[config.mk]
export PLATFORM = sky130hd
export DESIGN_NAME = mipi_lane_merger
export DESIGN_NICKNAME = d
export VERILOG_FILES = /design/src/rtl/mipi_pkg.sv /design/src/rtl/mipi_skew_fifo.sv /design/src/rtl/mipi_lane_merger.sv
export SDC_FILE = /design/constraint.sdc
export NUM_CORES = 1
export LEC_CHECK = 0
export CAP_MARGIN = 20
export CORE_UTILIZATION = 45
export DETAILED_ROUTE_END_ITERATION = 8
export GPL_TIMING_DRIVEN = 0
export SLEW_MARGIN = 0
export SYNTH_ARGS = -nofsm -noshare
export SYNTH_HDL_FRONTEND = slang
export SYNTH_SLANG_ARGS = --single-unit
export TNS_END_PERCENT = 20
[constraint.sdc]
create_clock -name clk -period 5.7 [get_ports clk]
set_input_delay 1.14 -clock clk [delete_from_list [all_inputs] [get_ports clk]]
set_output_delay 1.14 -clock clk [all_outputs]
set_load 0.02 [all_outputs]
[src/rtl/mipi_pkg.sv]
// Shared constants and types for the MIPI D-PHY lane merger.
// Latency: n/a (definitions only).
// Backpressure: n/a (definitions only).
// Contents: SYNC_BYTE (HS leader-sequence sync pattern) and state_t (merger FSM states).
package mipi_pkg;

  localparam logic [7:0] SYNC_BYTE = 8'hB8;

  typedef enum logic [1:0] {
    IDLE     = 2'd0,
    HUNT     = 2'd1,
    STREAM   = 2'd2,
    WAIT_END = 2'd3
  } state_t;

endpackage

[src/rtl/mipi_skew_fifo.sv]
// Per-lane skew buffer absorbing inter-lane sync offset.
// Latency: pushed byte is visible on dout the cycle after the push edge; dout is the live head.
// Backpressure: none; a push while full is accepted only if a pop happens in the same cycle.
// Ports: clk, rst (async, active-high), flush (sync clear), push/din, pop, dout, full, empty.
module mipi_skew_fifo #(
  parameter int DEPTH = 4,
  parameter int WIDTH = 8
) (
  input  logic             clk,
  input  logic             rst,
  input  logic             flush,
  input  logic             push,
  input  logic [WIDTH-1:0] din,
  input  logic             pop,
  output logic [WIDTH-1:0] dout,
  output logic             full,
  output logic             empty
);

  localparam int AW = (DEPTH > 1) ? $clog2(DEPTH) : 1;
  localparam int CW = $clog2(DEPTH + 1);

  logic [WIDTH-1:0] mem [DEPTH];
  logic [AW-1:0]    wr_ptr;
  logic [AW-1:0]    rd_ptr;
  logic [CW-1:0]    count;
  logic             do_push;
  logic             do_pop;

  // Pointers wrap explicitly so DEPTH need not be a power of two.
  function automatic logic [AW-1:0] ptr_next(input logic [AW-1:0] p);
    return (p == AW'(DEPTH - 1)) ? '0 : p + 1'b1;
  endfunction

  assign empty   = (count == '0);
  assign full    = (count == CW'(DEPTH));
  assign do_pop  = pop && !empty;
  // A full FIFO still takes a byte when the head leaves in the same cycle.
  assign do_push = push && (!full || do_pop);
  assign dout    = mem[rd_ptr];

  always_ff @(posedge clk) begin
    if (do_push) mem[wr_ptr] <= din;
  end

  always_ff @(posedge clk or posedge rst) begin
    if (rst) begin
      wr_ptr <= '0;
      rd_ptr <= '0;
      count  <= '0;
    end else if (flush) begin
      wr_ptr <= '0;
      rd_ptr <= '0;
      count  <= '0;
    end else begin
      if (do_push) wr_ptr <= ptr_next(wr_ptr);
      if (do_pop)  rd_ptr <= ptr_next(rd_ptr);
      case ({do_push, do_pop})
        2'b10:   count <= count + 1'b1;
        2'b01:   count <= count - 1'b1;
        default: count <= count;
      endcase
    end
  end

endmodule

[src/rtl/mipi_lane_merger.sv]
// Aligns LANES D-PHY byte streams on SYNC_BYTE and merges them into one word per cycle.
// Latency: byte sampled at edge k appears on out_data after edge k+2 (zero skew).
// Backpressure: none; overflow or skew timeout pulses err_skew and drops the burst.
// Ports: clk, rst (async, active-high), lane_data/lane_valid in; out_data/out_valid/out_sop,
//        burst_done, err_skew out (all registered).
module mipi_lane_merger
  import mipi_pkg::*;
#(
  parameter int LANES    = 4,
  parameter int MAX_SKEW = 3
) (
  input  logic               clk,
  input  logic               rst,
  input  logic [LANES*8-1:0] lane_data,
  input  logic [LANES-1:0]   lane_valid,
  output logic [LANES*8-1:0] out_data,
  output logic               out_valid,
  output logic               out_sop,
  output logic               burst_done,
  output logic               err_skew
);

  localparam int DEPTH = MAX_SKEW + 1;
  localparam int CW    = $clog2(MAX_SKEW + 1);

  // Inputs are registered once; all decisions use the registered copy.
  logic [LANES*8-1:0] in_data_q;
  logic [LANES-1:0]   in_vld_q;
  state_t             state;
  logic [LANES-1:0]   synced;
  logic [CW-1:0]      skew_cnt;
  logic               sop_pend;

  logic [LANES-1:0]   new_sync;
  logic [LANES-1:0]   push;
  logic [LANES-1:0]   ovf;
  logic [LANES-1:0]   full;
  logic [LANES-1:0]   empty;
  logic [LANES*8-1:0] head;
  logic               live;
  logic               pop;
  logic               flush;
  logic               overflow;
  logic               all_synced_nxt;
  logic               hunt_timeout;
  logic               stream_end;

  assign live = (state != WAIT_END);

  for (genvar i = 0; i < LANES; i++) begin : g_lane
    logic [7:0] byte_q;
    assign byte_q      = in_data_q[8*i +: 8];
    assign new_sync[i] = live && !synced[i] && in_vld_q[i] && (byte_q == SYNC_BYTE);
    // Overflow only when full and the head is not leaving this cycle.
    assign ovf[i]      = live && synced[i] && in_vld_q[i] && full[i] && !pop;
    assign push[i]     = live && synced[i] && in_vld_q[i] && !ovf[i];

    mipi_skew_fifo #(
      .DEPTH (DEPTH),
      .WIDTH (8)
    ) u_fifo (
      .clk   (clk),
      .rst   (rst),
      .flush (flush),
      .push  (push[i]),
      .din   (byte_q),
      .pop   (pop),
      .dout  (head[8*i +: 8]),
      .full  (full[i]),
      .empty (empty[i])
    );
  end

  assign overflow       = |ovf;
  assign all_synced_nxt = &(synced | new_sync);
  assign pop            = (state == STREAM) && !(|empty);
  assign stream_end     = (state == STREAM) && !(|in_vld_q) && (|empty);
  // Counter would reach MAX_SKEW this edge while a lane is still missing.
  assign hunt_timeout   = (state == HUNT) && !all_synced_nxt && (skew_cnt == CW'(MAX_SKEW - 1));
  assign flush          = (state == WAIT_END) || stream_end || overflow || hunt_timeout;

  always_ff @(posedge clk or posedge rst) begin
    if (rst) begin
      in_data_q  <= '0;
      in_vld_q   <= '0;
      state      <= IDLE;
      synced     <= '0;
      skew_cnt   <= '0;
      sop_pend   <= 1'b0;
      out_data   <= '0;
      out_valid  <= 1'b0;
      out_sop    <= 1'b0;
      burst_done <= 1'b0;
      err_skew   <= 1'b0;
    end else begin
      in_data_q  <= lane_data;
      in_vld_q   <= lane_valid;
      out_valid  <= pop;
      out_sop    <= pop && sop_pend;
      burst_done <= 1'b0;
      err_skew   <= 1'b0;
      if (pop) begin
        out_data <= head;
        sop_pend <= 1'b0;
      end

      case (state)
        IDLE: begin
          synced   <= new_sync;
          skew_cnt <= '0;
          if (all_synced_nxt) begin
            state    <= STREAM;
            sop_pend <= 1'b1;
          end else if (|new_sync) begin
            state <= HUNT;
          end
        end

        HUNT: begin
          synced   <= synced | new_sync;
          skew_cnt <= skew_cnt + 1'b1;
          if (overflow || hunt_timeout) begin
            err_skew <= 1'b1;
            synced   <= '0;
            state    <= WAIT_END;
          end else if (all_synced_nxt) begin
            state    <= STREAM;
            sop_pend <= 1'b1;
          end
        end

        STREAM: begin
          if (overflow) begin
            err_skew <= 1'b1;
            synced   <= '0;
            state    <= WAIT_END;
          end else if (stream_end) begin
            burst_done <= 1'b1;
            synced     <= '0;
            state      <= IDLE;
          end
        end

        WAIT_END: begin
          synced   <= '0;
          skew_cnt <= '0;
          if (!(|in_vld_q)) state <= IDLE;
        end

        default: state <= IDLE;
      endcase
    end
  end

endmodule

==> impl_results.md, run 1 <==
- CP cell instances: nor3_1 -> nor4_1 -> clkbuf_2 -> nand2_1 -> inv_1 -> buf_1 -> nand2_1 -> fa_1 -> o31ai_1 -> xnor2_1 -> nor2_1
- Global routing's busiest layer: met2
- Seq. cell area: 6570 um^2
- Outcome: finished clean
- Number of I/O pins: 74
- Die area: 21700 um^2
- Via count: 5283
- Crit path time final: 3.25 ns
- Top cells by count, synth: edfxtp_1, nand2_1, dfrtp_1
- Synth warn: 0
- Period utilization: 57.1%
- Total track usage: 17.8%
- Die width: 147 um
- Synth Flop Type: edfxtp_1
- Setup violators final: 0
- Cell Rows: 52
- EDFF count, synth: 128
- Synth top area share: 40.5%
- # diodes: 0
- Setup Total Neg Slack: 0 ns
- Vias per cell: 5.17
- Unrepaired setup endpoints after global routing: no
- Fmax: 307 MHz
- Worst VDD drop: 0.000159 V
- GR Util met2: 30.4%
- Syn Inst Count: 628
- Synth top area cells: edfxtp_1, dfrtp_1, mux4_2
- Post-DP HPWL: 12.3 mm
- Sink Count: 237
- Clk_lat worst skew: 0.52 ns
- Static leakage: 4.52 nW
- Worst Max-Slew Pin Slew: 0.800 ns
- Total Nets Final: 799
- Slack of the critical path: 2.45 ns
- Max transition margin: 46.7%
- Num CTS Buffers: 26
- Max incr delay on CP: 0.50 ns
- Max-Cap Viols: 0
- Fin. max-slew vios: 0
- Total core area: 20400 um^2
- Post-CTS Hold Buffers: 0
- GPL Wtd Cong: 0.792
- Synthesized area: 9490 um^2
- Layout cell share with drive strength beyond 1: 13.2%
- Clock-pin slew on the worst setup and hold paths: 0.06 ns
- Ys async rst share: 46.0%
- Syn_nets: 696
- Post-Route WL: 18.4 mm
- Hold Fails Final Rpt: 0
- Largest net degree at the start of global routing: 65
- Post-CTS sizing: 0
- Pre-CTS setup slack: 2.06 ns
- IO Port Bufs: 73
- Die Span Y: 147 um
- Drt wl/cell: 18.0 um
- Global-route wire length before repair: 29.7 mm
- PD cells: 336 nW/um^2
- Vias in the first global route: 5626
- Antenna violations before repair: 0
- Area growth, synth to finish: 20.8%
- Initial core utilization: 46.5%
- Total gr overflow: 0
- Synth Register Bits: 237
- Setup bufs post-CTS: 0
- CTS tree: done
- Critical Path RT: 6.11 ns
- Crit path top cell by count: nand2_1
- Clk_skew: 0.00793 ns
- Detailed Route Iter0 Violations: 296
- Most frequent cell after synthesis: edfxtp_1
- Slowest CP cell: buf_1
- CP max FO: 10
- Worst Path Arrival: 3.66 ns
- Post-Syn Area per Cell: 15.1 um^2
- Element type at the critical path start: flop
- Critical Setup Path Class: flop to flop
- Largest area contributor in the netlist: edfxtp_1
- Fill cell count: 1676
- First-pass iteration count of the detailed router: 4
- Root Driver: clkbuf_16
- Met1 Use GR: 23.7%
- Maximum clock path buffer count: 3
- Met3 usage: 2.64%
- Post-synthesis sequential area ratio: 69.2%
- CTS H-tree depth: 1
- Netlist cell types: 56
- Residual DRC: 0
- CP endpoint kind: flop
- Hold WC Path Type: flop to flop
- Multi-input logic area: 2730 um^2
- Detail Route Antenna Nets: 0
## worst paths after layout
kind / from / end / slack [ns] / depth (start not counted)
worst max register to register: g_lane[1].u_fifo.count[0] / g_lane[0].u_fifo.count[2] / 2.45 / 11
min in group asynchronous: rst / in_data_q[30] / 1.06 / 2
worst max-delay path: g_lane[1].u_fifo.count[0] / g_lane[0].u_fifo.count[2] / 2.45 / 11
worst min-delay path: out_data[30] / out_data[30] / 0.47 / 2
worst min register to register: out_data[30] / out_data[30] / 0.47 / 2
max in group asynchronous: rst / in_data_q[10] / 3.89 / 3
## layout by cell type, fill, tap and decap left out, types with 4 or more instances in the layout
master / instances
edfxtp_1: 128
nand2_1: 117
dfrtp_1: 109
clkdlybuf4s50_1: 73
mux4_2: 32
clkbuf_16: 27
nor2_1: 26
ha_1: 26
inv_1: 19
a21oi_1: 17
nor3_1: 16
and2_1: 16
clkbuf_1: 15
mux2i_1: 15
buf_1: 9
nor2_2: 6
o21ai_0: 6
xor2_1: 6
and3_1: 5
a22o_1: 5
clkinv_2: 5
or3b_2: 4
fa_1: 4
## registers in the layout (all words and copies together), names as in the netlist
signal                flops
out_data                 32
g_lane.u_fifo.rd_ptr      8
in_vld_q                  4
state                     2
g_lane.u_fifo.mem       128
burst_done                1
g_lane.u_fifo.count      12
g_lane.u_fifo.wr_ptr      8
skew_cnt                  2
out_valid                 1
err_skew                  1
synced                    4
out_sop                   1
sop_pend                  1
in_data_q                32
## cells by family (layout without fill, tap and decap cells)
logic type / after synthesis / in the layout / share of synthesized area (%)
buffers and inverters: 42 / 165 / 1.99
XOR/XNOR: 8 / 8 / 0.738
AO/OA/AOI/OAI: 49 / 49 / 3.70
multiplexers: 47 / 47 / 9.18
adder cells (fa/ha/maj): 30 / 30 / 4.27
AND/OR/NAND/NOR: 215 / 215 / 10.9
flip-flops: 237 / 237 / 69.2
## stage by stage
step           utilization, %  instance area (um^2)  hold slack, ns  std cells  power (mW)
2_1_floorplan               -                  9490           0.457        628        2.09
3_3_place_gp             51.7                 10600           0.458        971        2.18
3_5_place_dp             51.8                 10600           0.465        972        2.19
4_1_cts                  56.1                 11500           0.479       1020        3.88
5_1_grt                  56.1                 11500           0.494       1021        3.98
6_report                 56.1                 11500           0.474       1021        3.85
## metal layers
| metal | vias up | share of wire, % | wire length (um) |
|---|---|---|---|
| met2 | 111 | 51 | 9290 |
| met5 | - | 0 | 0 |
| met4 | 0 | 1.8 | 329 |
| met1 | 2667 | 43 | 8000 |
| li1 | 2476 | - | - |
| met3 | 29 | 4.2 | 775 |
## critical path, delay by kind of cell (launching register included)
kind                     cells  cell delay [ns]
XOR/XNOR                     1             0.17
buffers and inverters        3             0.98
AO/OA/AOI/OAI                1             0.31
AND/OR/NAND/NOR              5             0.83
adder cells (fa/ha/maj)      1             0.41
flip-flops                   1             0.44
## report_power, final
| part | switching, mW | leakage [nW] | internal, mW |
|---|---|---|---|
| clock | 0.653 | 0.424 | 1.03 |
| sequential | 0.0308 | 2.58 | 1.84 |
| combinational | 0.176 | 1.51 | 0.117 |
| total | 0.859 | 4.52 | 2.99 |
## cell type report
class,instances,share of cell area [%]
inverter,20,0.677
multi-input combinational,349,23.8
tap,270,2.95
sequential,237,57.3
buffer,22,0.993
clock buffer,38,6.43
clock inverter,10,1.15
timing repair buffer,75,6.66
No activity file was read; power rests on OpenSTA's default activity.
==> inputs of run 2 (changes only) <==
Settings changed: PLACE_DENSITY set to 0.67.
Clock period 5.7 ns to 2.8 ns, I/O delays scaled along.
==> run 2 against run 1 <==
  * Sequential cell count stayed put
  * Clock-buffer cell count is 5 lower
  * Maximum frequency is 23% higher
  * Worst setup slack worse by 2.3 ns
  * Cell area hardly changed
  * Via count is 0.62% lower
  * Critical endpoint is now g_lane[0].u_fifo.count[0]
==> impl_results.md, run 2 (synthesis gave the netlist of run 1 again) <==
- Outcome: finished clean
- Critical Path RT: 3.23 ns (-2.88 ns)
- Detailed Route Iter0 Violations: 249 (-16%)
- Fill cell count: 1607 (-4.1%)
- Fmax: 379 MHz (+23%)
- Static leakage: 4.52 nW (about the same)
- Detail Route Antenna Nets: 0 (unchanged)
- Vias per cell: 5.15 (-0.53%)
- Total core area: 20400 um^2 (unchanged)
- CTS H-tree depth: 1 (unchanged)
- Max incr delay on CP: 0.41 ns (-0.09 ns)
- Slack of the critical path: 0.159 ns (-2.29 ns)
- PD cells: 663 nW/um^2 (+98%)
- Critical Setup Path Class: flop to flop
- Worst Path Arrival: 3.08 ns (-0.58 ns)
- Total Nets Final: 800 (+0.13%)
- Unrepaired setup endpoints after global routing: no
- Number of I/O pins: 74 (unchanged)
- Final non-filler cell area: 11500 um^2 (about the same)
- Slowest CP cell: dfrtp_1
- Post-Route WL: 18.0 mm (-2.4%)
- Max FFs per register: 128 (unchanged)
- Crit path to: g_lane[0].u_fifo.count[0]
- R2r endpoint: g_lane[0].u_fifo.count[0]
- Clock-pin slew on the worst setup and hold paths: 0.06 ns (about the same)
- CP cell instances: ha_1 -> clkbuf_4 -> and4bb_2 -> nand3_1 -> a2111oi_4 -> o21ai_2 -> or3_1 -> buf_6 -> buf_6 -> nor2_1
- Most frequent cells in the layout: edfxtp_1, nand2_1, dfrtp_1, clkdlybuf4s50_1, mux4_2
- Post-DP HPWL: 12.3 mm (+0.11%)
- Top delay family on crit path: simple AND/OR/NAND/NOR gates
- Crit path time final: 2.64 ns (-0.612 ns)
- Largest regs: g_lane.u_fifo.mem x128, in_data_q x32, out_data x32
- Max-Cap Viols: 0 (unchanged)
- Period utilization: 94.3% (+37 points)
- Worst VDD drop: 0.000328 V (+110%)
- Element type at the critical path start: flop
- Number of cells on the worst reg-to-reg path: 10 (-1)
- CP max FO: 10 (unchanged)
- Setup violators final: 0 (unchanged)
- Residual DRC: 0 (unchanged)
- Die area: 21700 um^2 (unchanged)
- Layout Utilization: 56.1% (about the same)
- Setup slack, reg-to-reg: 0.16 ns (-2.29 ns)
- Crit path top cell by count: buf_6
- Commonest non-fill, non-tap cell in the layout: edfxtp_1
- Final hold slack: 0.472 ns (-0.00218 ns)
- Clk_skew: 0.00885 ns (+0.000915 ns)
- Die Span Y: 147 um (unchanged)
- Sink Count: 237 (unchanged)
- IO Port Bufs: 73 (unchanged)
- Clk_lat worst skew: 0.51 ns (about the same)
- Total track usage: 17.5% (-0.26 points)
- Min-Delay Startpoint: out_data[19]
- First-pass iteration count of the detailed router: 4 (unchanged)
- Via count: 5250 (-0.62%)
- Total gr overflow: 0 (unchanged)
- Layout cell share with drive strength beyond 1: 13.7% (+0.55 points)
- Global-route wire length before repair: 29.5 mm (-0.95%)
- Cell Rows: 52 (unchanged)
- Fin. max-slew vios: 0 (unchanged)
- Buf/Inv on CP: 3 (unchanged)
- Top reg by flops: g_lane.u_fifo.mem
- Hold Fails Final Rpt: 0 (unchanged)
- Drt wl/cell: 17.6 um (-2.3%)
- Worst Max-Slew Pin Slew: 0.804 ns (+0.00444 ns)
- Root Driver: clkbuf_16
- Pre-CTS setup slack: -0.763 ns (-2.82 ns)
- Num CTS Buffers: 25 (-3.8%)
- Hold WC Path Type: flop to flop
- Vias in the first global route: 5657 (+0.55%)
- Largest net degree at the start of global routing: 42 (-35%)
- Initial core utilization: 46.5% (unchanged)
- RR Startpoint: state[0]
- CTS tree: done
- Placed Area: 10600 um^2 (+0.13%)
- Maximum clock path buffer count: 3 (unchanged)
- Setup crit start: state[0]
- Critical path depth: 10 (-1)
- GPL Wtd Cong: 0.842 (+6.3%)
- Area growth, synth to finish: 20.7% (about the same)
- CP endpoint kind: flop
- Antenna violations before repair: 0 (unchanged)
- Die width: 147 um (unchanged)
- Max transition margin: 46.4% (-0.30 points)
- # diodes: 0 (unchanged)
[run 2: cell type report]
type / instances / area, um^2 / share of cell area, %
inverter: 20 / 78.8 / 0.688
sequential: 237 / 6570 / 57.4
buffer: 21 / 116 / 1.02
clock buffer: 33 / 696 / 6.08
clock inverter: 12 / 110 / 0.962
multi-input combinational: 349 / 2750 / 24.0
timing repair buffer: 78 / 793 / 6.93
tap: 270 / 338 / 2.95
[run 2: what timing repair did]
item / in CTS / in global routing
resized for setup: 4 / 5
cloned: 0 / 0
setup endpoints to repair: 149 / 25
hold endpoints to repair: 0 / 0
buffers inserted: 1 / 2
hold buffers: 0 / 0
pin swaps: 3 / 1
[run 2: per-layer routing]
metal  wire, um  vias to the layer above  global-route usage, %
met5          0                        -                      0
met4        284                        0                   4.79
met3        635                       27                   2.76
met2       9650                       96                   32.0
met1       7390                     2651                   21.5
li1           -                     2476                      -
[run 2: worst min path at each step]
stage	to	slack, ns	cells after the start
global placement	out_data[0]	0.46	2
CTS	in_data_q[14]	0.47	1
finish	out_data[19]	0.47	2
floorplan	skew_cnt[0]	0.46	1
detailed placement	out_data[25]	0.46	2
global route	in_data_q[3]	0.47	1
[run 2: per-stage QoR]
stage	power [mW]	setup TNS (ns)	instances
CTS	7.65	0	1018
global placement	4.43	-37.60	971
floorplan	4.25	-0.0340	628
detailed placement	4.46	-21.57	973
global route	7.87	0	1020
finish	7.59	0	1020
[run 2: where the power goes]
group          internal, mW  switching [mW]  total (mW)
clock                  1.92            1.27        3.19
combinational         0.246           0.354       0.600
sequential             3.74          0.0597        3.80
[run 2: tightest hold or removal path, cell delays in order (launching register included)]
cell and delay, ns:
dfrtp_1 0.34, nand2_1 0.05, nand2_1 0.05
